<file path="src/rtl/clk_div_sched.sv">
// Run-time controller for an even-ratio clock divider. div_out is a registered
// data signal of period 2*active_half; ratio and start/stop change only at period boundaries.
module clk_div_sched #(
  parameter int          CNT_W        = 8,
  parameter int unsigned DEFAULT_HALF = 1
) (
  input  logic             clk,
  input  logic             reset,
  input  logic             en,
  input  logic             cfg_valid,
  input  logic [CNT_W-1:0] cfg_half,
  output logic             cfg_ready,
  output logic             cfg_err,
  output logic             div_out,
  output logic             div_rise,
  output logic [CNT_W-1:0] active_half
);

  typedef enum logic [1:0] {
    ST_STOP = 2'd0,
    ST_HI   = 2'd1,
    ST_LO   = 2'd2
  } state_t;

  localparam logic [CNT_W-1:0] ONE       = CNT_W'(1);
  localparam logic [CNT_W-1:0] RST_HALF  = CNT_W'(DEFAULT_HALF);

  state_t           state_reg, state_next;
  logic [CNT_W-1:0] cnt_reg, cnt_next;
  logic [CNT_W-1:0] active_half_reg;
  logic [CNT_W-1:0] pend_half_reg;
  logic             pend_valid_reg;
  logic             div_out_reg, div_out_next;
  logic             div_rise_reg, div_rise_next;
  logic             cfg_err_reg;

  logic             phase_last;
  logic             apply_pend;
  logic             cfg_accept;

  // Phase length is always taken from the half latched at the last boundary.
  assign phase_last = (cnt_reg == (active_half_reg - ONE));
  assign cfg_accept = cfg_valid && !pend_valid_reg;

  always_ff @(posedge clk) begin
    if (reset) begin
      state_reg <= ST_STOP;
    end else begin
      state_reg <= state_next;
    end
  end

  always_comb begin
    state_next = state_reg;
    case (state_reg)
      ST_STOP: if (en)         state_next = ST_HI;
      ST_HI:   if (phase_last) state_next = ST_LO;
      ST_LO:   if (phase_last) state_next = en ? ST_HI : ST_STOP;
      default:                 state_next = ST_STOP;
    endcase
  end

  always_comb begin
    div_out_next  = (state_next == ST_HI);
    div_rise_next = (state_next == ST_HI) && (state_reg != ST_HI);
    // Stopping also consumes the pending half so the next start uses it.
    apply_pend    = pend_valid_reg &&
                    (div_rise_next || (state_reg == ST_LO && state_next == ST_STOP));
    if (state_reg == ST_STOP || phase_last) begin
      cnt_next = '0;
    end else begin
      cnt_next = cnt_reg + ONE;
    end
  end

  always_ff @(posedge clk) begin
    if (reset) begin
      cnt_reg         <= '0;
      active_half_reg <= RST_HALF;
      pend_half_reg   <= '0;
      pend_valid_reg  <= 1'b0;
      div_out_reg     <= 1'b0;
      div_rise_reg    <= 1'b0;
      cfg_err_reg     <= 1'b0;
    end else begin
      cnt_reg      <= cnt_next;
      div_out_reg  <= div_out_next;
      div_rise_reg <= div_rise_next;
      cfg_err_reg  <= cfg_accept && (cfg_half == '0);
      if (apply_pend) begin
        active_half_reg <= pend_half_reg;
        pend_valid_reg  <= 1'b0;
      end else if (cfg_accept && (cfg_half != '0)) begin
        pend_half_reg  <= cfg_half;
        pend_valid_reg <= 1'b1;
      end
    end
  end

  assign cfg_ready   = !pend_valid_reg;
  assign cfg_err     = cfg_err_reg;
  assign div_out     = div_out_reg;
  assign div_rise    = div_rise_reg;
  assign active_half = active_half_reg;

endmodule

</file>
<file path="config.mk">
export PLATFORM = sky130hd
export DESIGN_NAME = clk_div_sched
export DESIGN_NICKNAME = d
export VERILOG_FILES = /design/src/rtl/clk_div_sched.sv
export SDC_FILE = /design/constraint.sdc
export NUM_CORES = 1
export LEC_CHECK = 0
export BUFFER_PORTS_ARGS = -buffer_cell sky130_fd_sc_hd__buf_4
export CORE_ASPECT_RATIO = 1.2
export CORE_MARGIN = 1
export CORE_UTILIZATION = 54
export CTS_CLUSTER_DIAMETER = 80
export CTS_CLUSTER_SIZE = 20
export DETAILED_ROUTE_END_ITERATION = 6
export PLACE_DENSITY = 0.76
export SLEW_MARGIN = 10
export SYNTH_ARGS = -nofsm -noshare
export SYNTH_HDL_FRONTEND = slang
export SYNTH_SLANG_ARGS = --single-unit
</file>
<file path="constraint.sdc">
create_clock -name clk -period 2.58 [get_ports clk]
set_input_delay 0.129 -clock clk [delete_from_list [all_inputs] [get_ports clk]]
set_output_delay 0.129 -clock clk [all_outputs]
set_load 0.02 [all_outputs]
</file>
# After elaboration in Yosys (flattened, before gate mapping)
# Index checks and enable logic that the tools add are counted.
[classes] div=0 n_lt_le_gt_ge=0 reduce_logical=16 bitwise_logic=1 muxes=5 n_eq_ne=5 shifts=0 mul=0 addsub=2
[op_table] op="8-bit by 1-bit adder with 8-bit output, second input constant" count=1
[op_table] op="8-bit == test" count=1
[op_table] op="8-bit logical NOT" count=1
[op_table] op="8-bit nonzero test" count=1
[op_table] op="8-bit by 1-bit subtractor with 8-bit output, second input constant" count=1
[op_table] op="1-bit logical AND" count=6
[op_table] op="2-bit two-way mux" count=3
[op_table] op="2-bit case mux with 3 select lines" count=1
[op_table] op="2-bit by 1-bit == test with 1-bit output, second input constant" count=2
[op_table] op="2-bit logical NOT" count=2
[op_table] op="2-bit OR reduction" count=2
[op_table] op="2-bit == test, second input constant" count=1
[op_table] op="1-bit logical OR" count=2
[op_table] op="2-bit by 1-bit != test with 1-bit output, second input constant" count=1
[op_table] op="2-bit AND reduction" count=1
[op_table] op="1-bit logical NOT" count=1
[op_table] op="1-bit two-way mux" count=1
[op_table] op="1-bit inverter" count=1
[totals] ram_bits=0 memories=0 romBits=0 latch_bits=0 inputBits=12 register_bits=30

# Longest topological paths before layout
# Gate-level depths: netlist of the first run.
[logic_depth] depth_word=10 depth_mapped=10 depth_no_buf=9

# Least setup slack after synthesis of the first run
# OpenSTA, ideal clock, no wires.
[synth_path] path_kind="flip-flop to flip-flop" from="reg active_half_reg[0] (netlist: active_half[0])" to="reg pend_valid_reg" required_time_ps=2449 n_path_buf=1 path_slack_ps=173 stages_incl_launch_ff=11 arrival_ps=2276 path_cell_list="dfxtp_1 inv_1 ha_1 nor2_1 nor2_1 a221oi_1 a41oi_1 a2111oi_4 a31oi_1 buf_2 nor3b_1"
[synth_between] elab_chain_len=9 elab_cells_between_ends=12 cone_classes="1 x add/sub; 2 x eq/ne; 3 x mux; 6 x reduce/logical"
[synth_lines] element="from (decl)" line="30" rtl="logic [CNT_W-1:0] active_half_reg;"
[synth_lines] element="from (signal assigned)" line="91" rtl="active_half_reg <= pend_half_reg;"
[synth_lines] element="8-bit by 1-bit subtractor with 8-bit output *" line="42" rtl="assign phase_last = (cnt_reg == (active_half_reg - ONE));"
[synth_lines] element="8-bit == test *" line="42"
[synth_lines] element="2-bit two-way mux (on tied branches)" line="58, 57"
[synth_lines] element="2-bit case mux with 3 select lines *" line="55" rtl="case (state_reg)"
[synth_lines] element="2-bit by 1-bit == test with 1-bit output or 2-bit logical NOT (tied branches)" line="65, 68"
[synth_lines] element="1-bit logical AND (on tied branches)" line="65, 68"
[synth_lines] element="1-bit logical OR *" line="68" rtl="(div_rise_next || (state_reg == ST_LO && state_next == ST_STOP));"
[synth_lines] element="1-bit logical AND *" line="67" rtl="apply_pend = pend_valid_reg &&"
[synth_lines] element="2-bit OR reduction (no line) *"
[synth_lines] element="to (signal assigned)" line="81" rtl="pend_valid_reg <= 1'b0;"
[synth_lines] element="to (signal assigned)" line="92" rtl="pend_valid_reg <= 1'b0;"
[synth_lines] element="to (signal assigned)" line="95" rtl="pend_valid_reg <= 1'b1;"
[synth_lines] element="to (decl)" line="32" rtl="logic pend_valid_reg;"
# Every way passes the cells marked *; elsewhere a longest branch is shown, timed or not.
# A chain may end at the register's enable or synchronous reset.

# Worst setup path in the final report of the first run
[layout_path] from="reg active_half_reg[1] (netlist: active_half[1])" to="reg pend_valid_reg"
# The elaborated chain is that of the path after synthesis.

==> flow_summary.toml, run 1 <==
[clock_tree]
clkLatencyLatePin_ns = 0.33
clk_path_buf_depth = 2
cts.htree.levels = 2
cts-root-buf = "clkbuf_4"
cts_inserted_buffers = 5
clock-sinks = 30
cts_tree = "done"
cts_clock_pin_slew_for_the_worst_setup_and_hold_paths_ns = 0.09
postCtsHoldBufs = 0

[min_path]
min-delay-start = "cfg_half[4]"
worstHoldPathCells = 3
endpoint_worst_hold = "pend_half_reg[4]"
hold_path_class = "input pin to flip-flop"

[detailed_routing]
postRouteAntennaNets = 0
route.detailed.drc = 0
number_of_vias_per_cell_after_detailed_routing = 5.33
drt_pass1_iterations = 5
route.vias.total = 1152
routed_wl_um = 2940
detail_route.iter0.violations = 38
avgRoutedWirePerCell_um = 13.6

[synth]
ys.warnings.count = 0
ys_types = 35
edff_count_synth = 0
syn_inst = 154
netlist_area_um2 = 1430
ys_ff_latch = 30
dominantRegCellSynth = "dfxtp_1"
seq_area_frac_synth_pct = 42.0
synth_area_per_cell_um2 = 9.29
syn_nets = 168
synth-async-reset-ratio_pct = 0

[global_route]
met3_usage_pct = 5.94
global_route.peak_usage_layer = "met2"
groute.usage.overall_pct = 23.7
grt_first_pass_wirelength_um = 4990
number_of_antenna_violations_at_the_first_check_in_global_routing = 0
global_route.usage.met1_pct = 27.8
first_global_vias = 1029
grt_overflow_total = 0
global_route_met2_utilization_pct = 38.7
grt_start_max_net_pins = 32

[sta]
fin_hold_ws_ns = 0.0486
fmax_mhz = 404
worst_slew_pin_slew_ns = 0.344
totalNegativeSetupSlack_ns = 0
hold_viol_final = 0
setup_violations = 0
min_period_ns = 2.48
finalClockSkew_ns = 0.00830
grt_setup_unrepaired = "no"
maxSlewHeadroom_pct = 77.0
slew_viol_final = 0
final_min_period_over_clock_period_pct = 96.0

[worst_setup_path]
crit_path_max_fanout = 9
critical-path-slowest-cell = "a2111oi_4"
rr_worst_depth = 11
cp.arrival_ns = 2.68
setup.worst_path.class = "flip-flop to flip-flop"
critPathMaxStageDelay_ns = 0.40
crit_path_start_kind = "flip-flop"
timing.critical_path.cells = "inv_1 -> ha_1 -> nor2_1 -> nor2_1 -> a221oi_1 -> a41oi_1 -> a2111oi_4 -> buf_4 -> a31oi_1 -> buf_4 -> nor3b_1"
worst-endpoint-required_ns = 2.79
reg2reg_from = "active_half[1]"
nature_of_the_critical_path_endpoint = "flip-flop"
r2r-end = "pend_valid_reg"
reg2reg_slack_ns = 0.10

[die]
initial_core_util_pct = 56.6
fp.dieArea_um2 = 2860
row_count = 20
chipHeight_um = 58.4
core-area_um2 = 2530
num_io_pins = 24
die_width_um = 49.0

[final_layout]
layout.cell_area.non_filler_um2 = 1740
diodes = 0
num-nets-final = 196
syn2layout_area_growth_pct = 21.7
drive_above_1_share_pct = 25.1

[power]
combPwrFrac_pct = 25.5
power.net_switching_uw = 328
p_int_uw = 768
p_leak_uw = 0.000762
power-per-cell-area_nw_per_um2 = 630
swShare_pct = 29.9
peakVddDrop_mv = 0.442
part_of_the_total_power_dissipated_in_sequential_elements_pct = 47.8
clock_power_share_pct = 26.7

[placement]
detailedPlacementHpwl_um = 2040
globalplace.congestion = 0.863
portBuffers = 23
dpl-instance-area_um2 = 1630

[status]
outcome = "finished clean"

[run]
cap_violations = 0
-- metrics by stage --
| stage | std cells | worst slack [ns] | util, % | total power, uW |
|---|---|---|---|---|
| after floorplan | 154 | 0.173 | - | 700 |
| after global placement | 205 | 0.189 | 64.5 | 752 |
| after detailed placement | 205 | 0.0397 | 64.5 | 762 |
| after CTS | 215 | 0.0500 | 67.8 | 1090 |
| after global routing | 216 | 0.00207 | 68.9 | 1150 |
| final | 216 | 0.104 | 68.9 | 1100 |
-- synth_stat cells, drive strengths merged, types with 4 or more instances --
| cell | count | share of area [%] |
|---|---|---|
| nand3 | 5 | 1.7 |
| nor2 | 25 | 6.6 |
| nor2b | 4 | 1.7 |
| xor2 | 10 | 6.1 |
| nand2b | 13 | 5.7 |
| xnor2 | 5 | 3.1 |
| dfxtp | 30 | 42 |
| inv | 4 | 1.0 |
| clkbuf | 5 | 1.3 |
| mux2i | 15 | 10 |
| and3 | 4 | 1.7 |
-- how the worst max path moves through the flow --
stage                         from  slack [ns]              to  depth (start not counted)
global placement    active_half[0]        0.19         div_out                          9
floorplan           active_half[0]        0.17  pend_valid_reg                         10
finish              active_half[1]        0.10  pend_valid_reg                         11
CTS                 active_half[3]        0.05    state_reg[0]                          7
global route        active_half[1]       0.002  pend_valid_reg                         11
detailed placement  active_half[3]        0.04    state_reg[0]                          7
-- critical path: cells and delay by family, from the launching register on --
kind	cells	cell delay, ns
buf+inv	3	0.43
flops	1	0.39
fa+ha+maj	1	0.25
compound gates	4	0.95
simple gates	3	0.33
-- layer usage --
metal / up-vias / share of wire [%]
li1: 579 / -
met1: 528 / 43
met2: 37 / 51
met3: 8 / 4.4
met4: 0 / 2.3
met5: - / 0
-- area by class of cell --
type | instances | area, um2
well taps | 33 | 41.3
multi-input cells | 113 | 807
repair buffers | 28 | 210
clock inverters | 1 | 5.00
flip-flops and latches | 30 | 607
clock buffers | 7 | 55.1
inverters | 4 | 15.0
fillers | 208 | 787
-- timing repair --
| action | 4_1_cts | 5_1_grt |
|---|---|---|
| endpoints found under the setup margin | 2 | 20 |
| pin swaps | 1 | 2 |
| resized for setup | 3 | 8 |
| buffers inserted | 2 | 1 |
-- kinds of logic after synthesis --
family | count (synthesis) | share of synthesized area (%)
simple gates | 69 | 26.1
flops | 30 | 42.0
xor+xnor | 15 | 9.19
mux | 15 | 10.5
compound gates | 12 | 7.44
buf+inv | 11 | 3.06
fa+ha+maj | 2 | 1.75
-- power groups by stage --
stage	Clock (uW)	Combinational (uW)	Sequential, uW
2_1_floorplan	0	162	537
3_3_place_gp	0	223	529
3_5_place_dp	0	231	531
4_1_cts	297	271	522
5_1_grt	322	303	529
6_report	292	280	524
-- layout by cell type, fill, tap and decap left out, types with 5 or more instances in the layout --
master | netlist | layout
dfxtp_1 | 30 | 27
nand3_1 | 5 | 5
nand2b_1 | 13 | 13
xor2_1 | 10 | 10
nor2_1 | 25 | 24
clkbuf_4 | 0 | 5
xnor2_1 | 5 | 5
buf_4 | 0 | 28
mux2i_1 | 15 | 15
Power figures use the tool's default switching activity.
==> inputs of run 2 (changes only) <==
--- a/config.mk
+++ b/config.mk
@@ -12,7 +12,7 @@
 export CTS_CLUSTER_DIAMETER = 80
 export CTS_CLUSTER_SIZE = 20
 export DETAILED_ROUTE_END_ITERATION = 6
-export PLACE_DENSITY = 0.76
+export PLACE_DENSITY = 0.81
 export SLEW_MARGIN = 10
 export SYNTH_ARGS = -nofsm -noshare
 export SYNTH_HDL_FRONTEND = slang
==> run 2 against run 1 <==
Effect of this change: sequential power is essentially flat; utilization shrank 0.99 points; cell count shrank 1.4%; maximum frequency grew 1.4%; first-iteration DRC count shrank 45%; critical endpoint is now state_reg[0]; cell area shrank 1.4%; highest routed layer unchanged; clock skew grew 0.00074 ns.
==> flow_summary.toml, run 2 (synthesis gave the netlist of run 1 again) <==
[worst_setup_path]
worst-endpoint-required_ns = 2.78
crit_path_start_kind = "flip-flop"
setup.worst_path.class = "flip-flop to flip-flop"
rr_worst_depth = 7
crit_path_max_fanout = 6
nature_of_the_critical_path_endpoint = "flip-flop"
r2r-end = "state_reg[0]"
worst_setup_path_startpoint = "active_half[3]"
reg2reg_slack_ns = 0.14
cp.arrival_ns = 2.64
timing.critical_path.to = "state_reg[0]"
reg2reg_from = "active_half[3]"

[sta]
final_min_period_over_clock_period_pct = 94.6
finalClockSkew_ns = 0.00904
slew_viol_final = 0
maxSlewHeadroom_pct = 71.6
min_period_ns = 2.44
timing.final.ws_setup_ns = 0.139
worst_slew_pin_slew_ns = 0.426
hold_viol_final = 0
setup_violations = 0
fin_hold_ws_ns = 0.0435
fmax_mhz = 410

[final_layout]
syn2layout_area_growth_pct = 19.9
final_core_utilization_pct = 67.9
layout_commonest_cell = "dfxtp_1"
layout.cell_area.non_filler_um2 = 1720
num-nets-final = 193
drive_above_1_share_pct = 21.1
post_layout_nonfiller_instances = 213
diodes = 0
mostFrequentLayoutCells = "dfxtp_1, nor2_1, buf_4"
fill_cells = 217

[global_route]
grt_overflow_total = 0
groute.usage.overall_pct = 20.9
first_global_vias = 1089
number_of_antenna_violations_at_the_first_check_in_global_routing = 0
grt_first_pass_wirelength_um = 4490
grt_start_max_net_pins = 32

[clock_tree]
cts_inserted_buffers = 5
clkLatencyLatePin_ns = 0.33
postCtsHoldBufs = 0
cts.htree.levels = 2
cts_tree = "done"
clk_path_buf_depth = 2
cts-root-buf = "clkbuf_4"
clock-sinks = 30
cts_clock_pin_slew_for_the_worst_setup_and_hold_paths_ns = 0.10

[placement]
portBuffers = 23
globalplace.congestion = 0.820
detailedPlacementHpwl_um = 1990
dpl-instance-area_um2 = 1620
place.detailed.instances = 204
worst_case_setup_slack_after_placement_ns = 0.123

[die]
die_width_um = 49.0
core-area_um2 = 2530
chipHeight_um = 58.4
initial_core_util_pct = 56.6
num_io_pins = 24
fp.dieArea_um2 = 2860
row_count = 20

[detailed_routing]
avgRoutedWirePerCell_um = 12.8
number_of_vias_per_cell_after_detailed_routing = 5.33
postRouteAntennaNets = 0
route.vias.total = 1135
route.detailed.drc = 0
drt_pass1_iterations = 4
routed_wl_um = 2730
detail_route.iter0.violations = 21

[power]
p_leak_uw = 0.000750
part_of_the_total_power_dissipated_in_sequential_elements_pct = 46.1
p_int_uw = 825
peakVddDrop_mv = 0.472
clock_power_share_pct = 32.0
swShare_pct = 27.3
power.net_switching_uw = 310
combPwrFrac_pct = 21.8
power-per-cell-area_nw_per_um2 = 662

[status]
outcome = "finished clean"

[min_path]
hold_path_class = "input pin to flip-flop"

[run]
cap_violations = 0
## run 2: area by class of cell
class | count | area, um2 | area share, %
Clock buffer | 7 | 45.0 | 2.63
Sequential cell | 30 | 603 | 35.2
Tap cell | 33 | 41.3 | 2.41
Inverter | 4 | 15.0 | 0.875
Timing Repair Buffer | 25 | 188 | 10.9
Clock inverter | 1 | 30.0 | 1.75
Multi-Input combinational cell | 113 | 793 | 46.2
## run 2: worst max-delay path: stages, from the launching register on
cell,delay [ns]
dfxtp_1,0.41
nor3_4,0.26
a21oi_1,0.13
o21ai_0,0.17
or3b_4,0.40
a2111oi_4,0.44
nor2b_1,0.14
a2111oi_0,0.36
## run 2: routing by layer
metal | global-route usage, % | share of wire, %
met3 | 6.46 | 3.8
met1 | 21.7 | 42
met4 | 10.1 | 2.2
met2 | 38.5 | 52
met5 | 0 | 0
## run 2: worst min path at each step
stage	startpoint	endpoint	slack (ns)	depth (start not counted)
after floorplan	cfg_half[0]	pend_half_reg[0]	0.28	2
after global placement	cfg_half[7]	pend_half_reg[7]	0.37	3
after detailed placement	cfg_half[7]	pend_half_reg[7]	0.39	3
after CTS	cfg_half[7]	pend_half_reg[7]	0.05	3
after global routing	cfg_half[2]	pend_half_reg[2]	0.04	3
final	cfg_half[7]	pend_half_reg[7]	0.04	3
## run 2: metrics by stage
stage	total power, uW	setup TNS (ns)
6_report	1130	0
5_1_grt	1190	-0.0266
4_1_cts	1120	0
3_5_place_dp	759	0
3_3_place_gp	750	0
2_1_floorplan	700	0
## run 2: repair_timing
item,4_1_cts,5_1_grt
endpoints found under the setup margin,0,12
setup buffers,0,1
gates resized for setup,0,4
## run 2: power by group through the flow
stage	Sequential (uW)	Combinational [uW]	Clock, uW
floorplan	537	162	0
global placement	529	221	0
detailed placement	532	227	0
CTS	521	230	369
global route	528	268	391
finish	523	248	364
